[src/rtl/beat_sequencer.sv]
// Tempo-driven note recorder/player: records note_in on each beat into a small
// memory and plays it back on later beats, with an optional wrap-around loop.
module beat_sequencer #(
  parameter int CLK_HZ  = 50000000,
  parameter int DATA_W  = 10,
  parameter int ADDR_W  = 6,
  parameter int LED_CYC = 10000
) (
  input  logic              clk,
  input  logic              resetn,
  input  logic              select,
  input  logic              back,
  input  logic [1:0]        mode,
  input  logic [2:0]        speed,
  input  logic              loop,
  input  logic [DATA_W-1:0] note_in,
  output logic [DATA_W-1:0] note_out,
  output logic              note_valid,
  output logic              beat,
  output logic              beat_led,
  output logic [ADDR_W-1:0] addr,
  output logic [ADDR_W:0]   length,
  output logic              full,
  output logic [2:0]        state
);

  localparam int          DEPTH = 1 << ADDR_W;
  localparam logic [63:0] HZ60  = 64'(CLK_HZ) * 64'd60;
  localparam int          CNT_W = $clog2(HZ60 / 64'd40 + 64'd1);
  localparam int          LED_W = $clog2(LED_CYC + 1);

  // Beat periods folded to constants so no divider is built.
  localparam logic [63:0] P0 = HZ60 / 64'd40;
  localparam logic [63:0] P1 = HZ60 / 64'd60;
  localparam logic [63:0] P2 = HZ60 / 64'd80;
  localparam logic [63:0] P3 = HZ60 / 64'd100;
  localparam logic [63:0] P4 = HZ60 / 64'd120;
  localparam logic [63:0] P5 = HZ60 / 64'd140;
  localparam logic [63:0] P6 = HZ60 / 64'd180;
  localparam logic [63:0] P7 = HZ60 / 64'd220;

  typedef enum logic [2:0] {
    IDLE      = 3'd0,
    REC_ARM   = 3'd1,
    RECORDING = 3'd2,
    PLAYING   = 3'd3,
    DONE      = 3'd4
  } state_t;

  state_t             state_q, state_n;
  logic [ADDR_W-1:0]  addr_n;
  logic [ADDR_W:0]    len_n;
  logic               wr_en, rd_en, play_end, play_end_n;
  logic               sel_q, back_q, sel_p, back_p;
  logic [CNT_W-1:0]   cnt;
  logic [LED_W-1:0]   led_cnt;
  logic               active;
  logic [DATA_W-1:0]  mem [DEPTH];

  function automatic logic [CNT_W-1:0] period_m1(input logic [2:0] s);
    case (s)
      3'd0:    return CNT_W'(P0 - 64'd1);
      3'd1:    return CNT_W'(P1 - 64'd1);
      3'd2:    return CNT_W'(P2 - 64'd1);
      3'd3:    return CNT_W'(P3 - 64'd1);
      3'd4:    return CNT_W'(P4 - 64'd1);
      3'd5:    return CNT_W'(P5 - 64'd1);
      3'd6:    return CNT_W'(P6 - 64'd1);
      default: return CNT_W'(P7 - 64'd1);
    endcase
  endfunction

  assign sel_p    = select & ~sel_q;
  assign back_p   = back & ~back_q;
  assign active   = (state_q == RECORDING) || (state_q == PLAYING);
  assign beat     = active && (cnt == '0);
  assign beat_led = beat || (led_cnt != '0);
  assign full     = (length == (ADDR_W+1)'(DEPTH));
  assign state    = state_q;

  always_comb begin
    state_n    = state_q;
    addr_n     = addr;
    len_n      = length;
    wr_en      = 1'b0;
    rd_en      = 1'b0;
    play_end_n = 1'b0;
    case (state_q)
      IDLE: begin
        if (sel_p && !back_p) begin
          if (mode == 2'd0) state_n = REC_ARM;
          else if (mode == 2'd1) begin
            state_n = PLAYING;
            addr_n  = '0;
          end
        end
      end
      REC_ARM: begin
        if (back_p) state_n = IDLE;
        else if (sel_p) begin
          state_n = RECORDING;
          addr_n  = '0;
          len_n   = '0;
        end
      end
      RECORDING: begin
        // Beat write lands first; a coincident press then overrides state/length.
        if (beat) begin
          wr_en  = 1'b1;
          addr_n = addr + 1'b1;
          len_n  = {1'b0, addr} + 1'b1;
          if (addr == ADDR_W'(DEPTH - 1)) state_n = DONE;
        end
        if (back_p) begin
          state_n = REC_ARM;
          len_n   = '0;
        end else if (sel_p) state_n = DONE;
      end
      PLAYING: begin
        if (back_p) state_n = IDLE;
        else if (sel_p || length == '0 || play_end) state_n = DONE;
        else if (beat) begin
          rd_en = 1'b1;
          if ({1'b0, addr} + 1'b1 == length) begin
            if (loop) addr_n = '0;
            else play_end_n = 1'b1;
          end else addr_n = addr + 1'b1;
        end
      end
      DONE: if (sel_p || back_p) state_n = IDLE;
      default: state_n = IDLE;
    endcase
  end

  always_ff @(posedge clk) begin
    if (!resetn) begin
      state_q    <= IDLE;
      addr       <= '0;
      length     <= '0;
      note_out   <= '0;
      note_valid <= 1'b0;
      play_end   <= 1'b0;
      sel_q      <= 1'b0;
      back_q     <= 1'b0;
      led_cnt    <= '0;
    end else begin
      state_q    <= state_n;
      addr       <= addr_n;
      length     <= len_n;
      note_valid <= rd_en;
      play_end   <= play_end_n;
      sel_q      <= select;
      back_q     <= back;
      if (rd_en) note_out <= mem[addr];
      if (beat) led_cnt <= LED_W'(LED_CYC - 1);
      else if (led_cnt != '0) led_cnt <= led_cnt - 1'b1;
    end
  end

  // Outside the two running states the counter sits at a full period.
  always_ff @(posedge clk) begin
    if (!resetn || !active || beat) cnt <= period_m1(speed);
    else cnt <= cnt - 1'b1;
  end

  always_ff @(posedge clk) begin
    if (resetn && wr_en) mem[addr] <= note_in;
  end

endmodule
[config.mk]
export PLATFORM = sky130hd
export DESIGN_NAME = beat_sequencer
export DESIGN_NICKNAME = d
export VERILOG_FILES = /design/src/rtl/beat_sequencer.sv
export SDC_FILE = /design/constraint.sdc
export NUM_CORES = 1
export LEC_CHECK = 0
export BUFFER_PORTS_ARGS = -buffer_cell sky130_fd_sc_hd__buf_2
export CELL_PAD_IN_SITES_DETAIL_PLACEMENT = 1
export CELL_PAD_IN_SITES_GLOBAL_PLACEMENT = 1
export CORE_MARGIN = 1.5
export CORE_UTILIZATION = 30
export CTS_BUF_LIST = sky130_fd_sc_hd__clkbuf_4 sky130_fd_sc_hd__clkbuf_8
export CTS_CLUSTER_SIZE = 30
export DETAILED_ROUTE_END_ITERATION = 12
export HOLD_SLACK_MARGIN = 0.05
export PLACE_DENSITY = 0.5
export SLEW_MARGIN = 20
export SYNTH_ARGS = -nofsm -noshare
export SYNTH_HDL_FRONTEND = slang
export SYNTH_SLANG_ARGS = --single-unit
[constraint.sdc]
create_clock -name clk -period 4.4 [get_ports clk]
set_clock_uncertainty 0.05 [all_clocks]
set_input_delay 0 -clock clk [delete_from_list [all_inputs] [get_ports clk]]
set_output_delay 0 -clock clk [all_outputs]
set_load 0.02 [all_outputs]
# After elaboration in Yosys (flattened, before gate mapping)
# Memories as Yosys holds them, arrays and structs flattened. A register that Yosys moved wholly into a read port is not among the register bits.
# Cells that the tools add are included.
[word_totals] elab_cells=124 out_inout_bits=30 mem_bits_rw=640 regBits=61 memories=1
[classes] reduce_logical=28 addsub=4 n_eq_ne=31 bitwise_logic=8 n_mux=42
[mem_list] memory="mem" depth=64 word_bits=10 rd=1 rd_clocked_by_memory_dff=1 wr=1 line_no="58" text="logic [DATA_W-1:0] mem [DEPTH];"
[op_table] op="27-bit case mux with 7 select lines" count=1
[op_table] op="6-bit two-way mux" count=11
[op_table] op="3-bit two-way mux" count=12
[op_table] op="14-bit two-way mux" count=2
[op_table] op="7-bit two-way mux" count=4
[op_table] op="27-bit zero test" count=1
[op_table] op="27-bit two-way mux" count=1
[op_table] op="27-bit by 1-bit subtractor with 27-bit output (second input constant)" count=1
[op_table] op="6-bit case mux with 4 select lines" count=1
[op_table] op="2-bit inequality test (second input constant)" count=10
[op_table] op="3-bit case mux with 5 select lines" count=1
[op_table] op="7-bit case mux with 2 select lines" count=1
[op_table] op="14-bit nonzero test" count=1
[op_table] op="14-bit by 1-bit subtractor with 14-bit output (second input constant)" count=1
[op_table] op="3-bit by 2-bit equality test with 1-bit output (second input constant)" count=4
[op_table] op="3-bit equality test (second input constant)" count=4
[op_table] op="3-bit inequality test (second input constant)" count=4
[op_table] op="11-bit AND reduction" count=1
[op_table] op="1-bit two-way mux" count=8
[op_table] op="6-bit by 1-bit adder with 7-bit output (second input constant)" count=1
[op_table] op="7-bit equality test" count=1
[op_table] op="7-bit equality test (second input constant)" count=1
[op_table] op="7-bit zero test" count=1
[op_table] op="1-bit logical OR" count=7
[op_table] op="19 further kinds" count=33

# Depth between registers and ports, before layout
[depth] depth_word=8 depth_mapped=10

# Worst setup path after synthesis
# No wires, ideal clock.
[synth_timing] kind="reg2reg" start="register addr[2]" end="memory mem[13][0], enable pin" setup_time_ns=0.376 t_arrival_ns=2.730 synth_period_minus_slack_ns=3.157 t_required_ns=3.974 path_stages_with_launch=8 setup_slack_ns=1.243 n_path_buf=5 cell_sequence="dfxtp_1 -> clkbuf_1 -> buf_1 -> buf_1 -> buf_2 -> clkbuf_1 -> nand3_1 -> nor2_1"
[synth_rtl] element="start, declared" line_no="21" text="output logic [ADDR_W-1:0] addr,"
[synth_rtl] element="start signal, assigned" line_no="148" text="addr <= addr_n;"
[synth_rtl] element="end, declared" line_no="58"
# Straight into the memory's write port.

# Worst setup path after layout
[layout_timing] start="register cnt[22]" end="memory mem[18][5], enable pin"
[layout_between] elab_chain_cells=7
[layout_rtl] element="start, declared" line_no="55" text="logic [CNT_W-1:0] cnt;"
[layout_rtl] element="start signal, assigned" line_no="162" text="if (!resetn || !active || beat) cnt <= period_m1(speed);"
[layout_rtl] element="start signal, assigned" line_no="163" text="else cnt <= cnt - 1'b1;"
[layout_rtl] element="27-bit zero test" line_no="76" text="assign beat = active && (cnt == '0);"
[layout_rtl] element="1-bit logical AND" line_no="76"
[layout_rtl] element="1-bit two-way mux" line_no="108" text="if (beat) begin"
[layout_rtl] element="1-bit two-way mux" line_no="88" text="case (state_q)"
[layout_rtl] element="1-bit logical AND" line_no="167" text="if (resetn && wr_en) mem[addr] <= note_in;"
[layout_rtl] element="1-bit two-way mux" line_no="167"
[layout_rtl] element="1-bit two-way mux (implied by the code)" line_no="167"
# No other way between the ends.

==> results_dict.tcl <==
set metrics [dict create \
    status "completed" \
    holdPathEnd "cnt[15]" \
    r2r_cells 7 \
    final_cell_mix "edfxtp_1, buf_4, clkbuf_8" \
    arrival_ns 4.19 \
    synth_async_sr_flop_share 0 \
    power.share.clock 0.438 \
    p_sw_frac 0.226 \
    core_um2 93700 \
    grt.overflow.total 0 \
    hold_viol 0 \
    period_share 0.871 \
    dp_hpwl_um 59000 \
    power_frac_seq 0.522 \
    min-delay-start "speed[0]" \
    grt_max_degree 65 \
    rsz0062_at_grt "no" \
    ys.flop_type "edfxtp_1" \
    pin_count 50 \
    die-height_um 311 \
    max_freq_mhz 261 \
    finalSetupViolCount 0 \
    clk_pin_slew_ns 0.06 \
    worstHoldPathType "in -> reg" \
    setup_tns_ns 0 \
    avgSynthCellArea_um2 16.1 \
    worst-path-max-fanout 10 \
    cts-hold-fix-buffers 25 \
    power.leakage_uw 0.0110 \
    grt_pass1_wl_um 137000 \
    max_slew_margin 0.300 \
    total_power_uw 14300 \
    finalNetCount 2033 \
    dr.pass1.iters 5 \
    crit_type "reg -> reg" \
    portBuffers 49 \
    drt-total-wl_um 94100 \
    wire_per_inst_um 27.9 \
    die_x_um 311 \
    synth_edf_count 640 \
    start_kind "flip-flop" \
    worst_slew_pin_slew_ns 1.04 \
    syn_nets 1798 \
    antenna_left 0 \
    hold_depth 4 \
    antenna_found_initial 4 \
    r2r_end "mem[18][5]" \
    layout_commonest_cell "edfxtp_1" \
    grt_pass1_vias 18700 \
    via_per_inst 5.24 \
    cts_setup_buffers 0 \
    htreeDepth 4 \
    ys_warn_count 0 \
    drv_cap 0 \
    drive_gt1_frac 0.250 \
    cts_buffers 131 \
    place.gp.congestion 0.858 \
    regToRegStartpoint "cnt[22]" \
    cts.sinks 711 \
    clk_latency_ns 0.79 \
    maxSlewViolCount 0 \
    p_sw_uw 3230 \
    ys_seq_area_frac 0.724 \
    irDropWorstVdd_uv 229 \
    cts_tree "done" \
    utilization 0.361 \
    powerDensity_nw_per_um2 424 \
    initial_core_util 0.304 \
    netlist_instances 1773 \
    p_int_uw 11100 \
    grt_use_total 0.195 \
    hold_ws_ns 0.132 \
    cp-end-kind "flip-flop" \
    r2r_setup_slack_ns 0.57 \
    drc 0 \
    dr.first_iter.drc_count 1666 \
    placementRows 112 \
    combPwrFrac 0.040 \
    post_cts_resized 0 \
    synth.distinct_cells 78 \
    fillers 9595 \
    dieArea_um2 96900 \
    required_ns 4.76 \
    multi_input_area_um2 7400 \
    fin_crit_ns 3.83 \
    cp-startpoint "cnt[22]" \
    syn2layout_area_growth_pct 18.7 \
    synth_area_um2 28500 \
    cts.path.max_buffers 3 \
    vias 17700 \
    cts_root_buffer "clkbuf_8" \
    seq_area_um2 20700 \
    ys_ff_latch 711 \
]
[worst max-delay path, cell delays in order, from the launching register on]
cell	delay, ns
dfxtp_1	0.35
or4_1	0.59
or3b_1	0.45
nor3_2	0.36
nor4b_2	0.63
nand2_1	0.10
buf_4	0.24
nor2_1	0.67
[power groups by stage]
stage          clock [uW]  combinational (uW)  sequential, uW
2_1_floorplan           0                 341            7610
3_3_place_gp            0                 544            7610
3_5_place_dp            0                 564            7620
4_1_cts              6470                 584            7480
5_1_grt              6710                 641            7490
6_report             6280                 568            7480
[flip-flops by register name, summed over array words and instances (netlist names)]
| signal | cells |
|---|---|
| addr | 6 |
| back_q | 1 |
| cnt | 27 |
| led_cnt | 14 |
| length | 7 |
| mem | 640 |
| note_out | 10 |
| note_valid | 1 |
| play_end | 1 |
| sel_q | 1 |
| state | 3 |
[layer usage]
layer / part of all wire / GRT usage
met1: 0.46 / 0.275
met2: 0.46 / 0.303
met3: 0.058 / 0.0405
met4: 0.019 / 0.0562
met5: 0.00019 / 0
[through the flow]
| stage | std cells | area (um2) | setup WS [ns] |
|---|---|---|---|
| floorplan | 1773 | 28500 | 1.24 |
| global placement | 3104 | 31000 | 0.591 |
| detailed placement | 3104 | 31000 | 0.593 |
| CTS | 3366 | 33800 | 0.543 |
| global route | 3367 | 33800 | 0.335 |
| finish | 3368 | 33800 | 0.566 |
[how the worst max path moves through the flow]
| stage | end | cells after the start |
|---|---|---|
| 3_3_place_gp | mem[18][6] | 7 |
| 6_report | mem[18][5] | 7 |
| 2_1_floorplan | mem[13][0] | 7 |
| 5_1_grt | mem[18][9] | 7 |
| 4_1_cts | mem[18][7] | 7 |
| 3_5_place_dp | mem[18][2] | 7 |
[logic make-up (layout without fill, tap and decap cells)]
kind of cell,Yosys count,in the layout,synth area share
xor gates and xnor gates,44,44,0.0145
DFF,711,711,0.724
and+or+nand+nor,356,356,0.0620
AOI/OAI and AO/OA,354,354,0.0892
buffers and inverters,121,460,0.0170
muxes,182,182,0.0910
other,0,2,0
adders and majority gates,5,5,0.00219
[layout make-up]
| type | count | area share |
|---|---|---|
| sequential | 711 | 0.610 |
| multi-input combinational | 941 | 0.219 |
| inverter | 12 | 0.00137 |
| clock inverter | 52 | 0.00973 |
| timing repair buffer | 211 | 0.0470 |
| clock buffer | 185 | 0.0664 |
| tap | 1254 | 0.0464 |
| antenna | 2 | 0.000148 |
[cells in the mapped netlist (20+ instances only)]
master | n | area (um2)
dfxtp_1 | 71 | 1420
o21ai_0 | 50 | 250
mux4_2 | 57 | 1280
a22oi_1 | 25 | 188
edfxtp_1 | 640 | 19200
mux2i_1 | 79 | 791
nor2_1 | 131 | 492
xnor2_1 | 22 | 193
clkbuf_1 | 76 | 285
xor2_1 | 20 | 175
o22ai_1 | 37 | 231
nand2_1 | 73 | 274
mux2_2 | 46 | 518
a21oi_1 | 56 | 280
a221oi_1 | 70 | 613
Power figures use the tool's default switching activity.
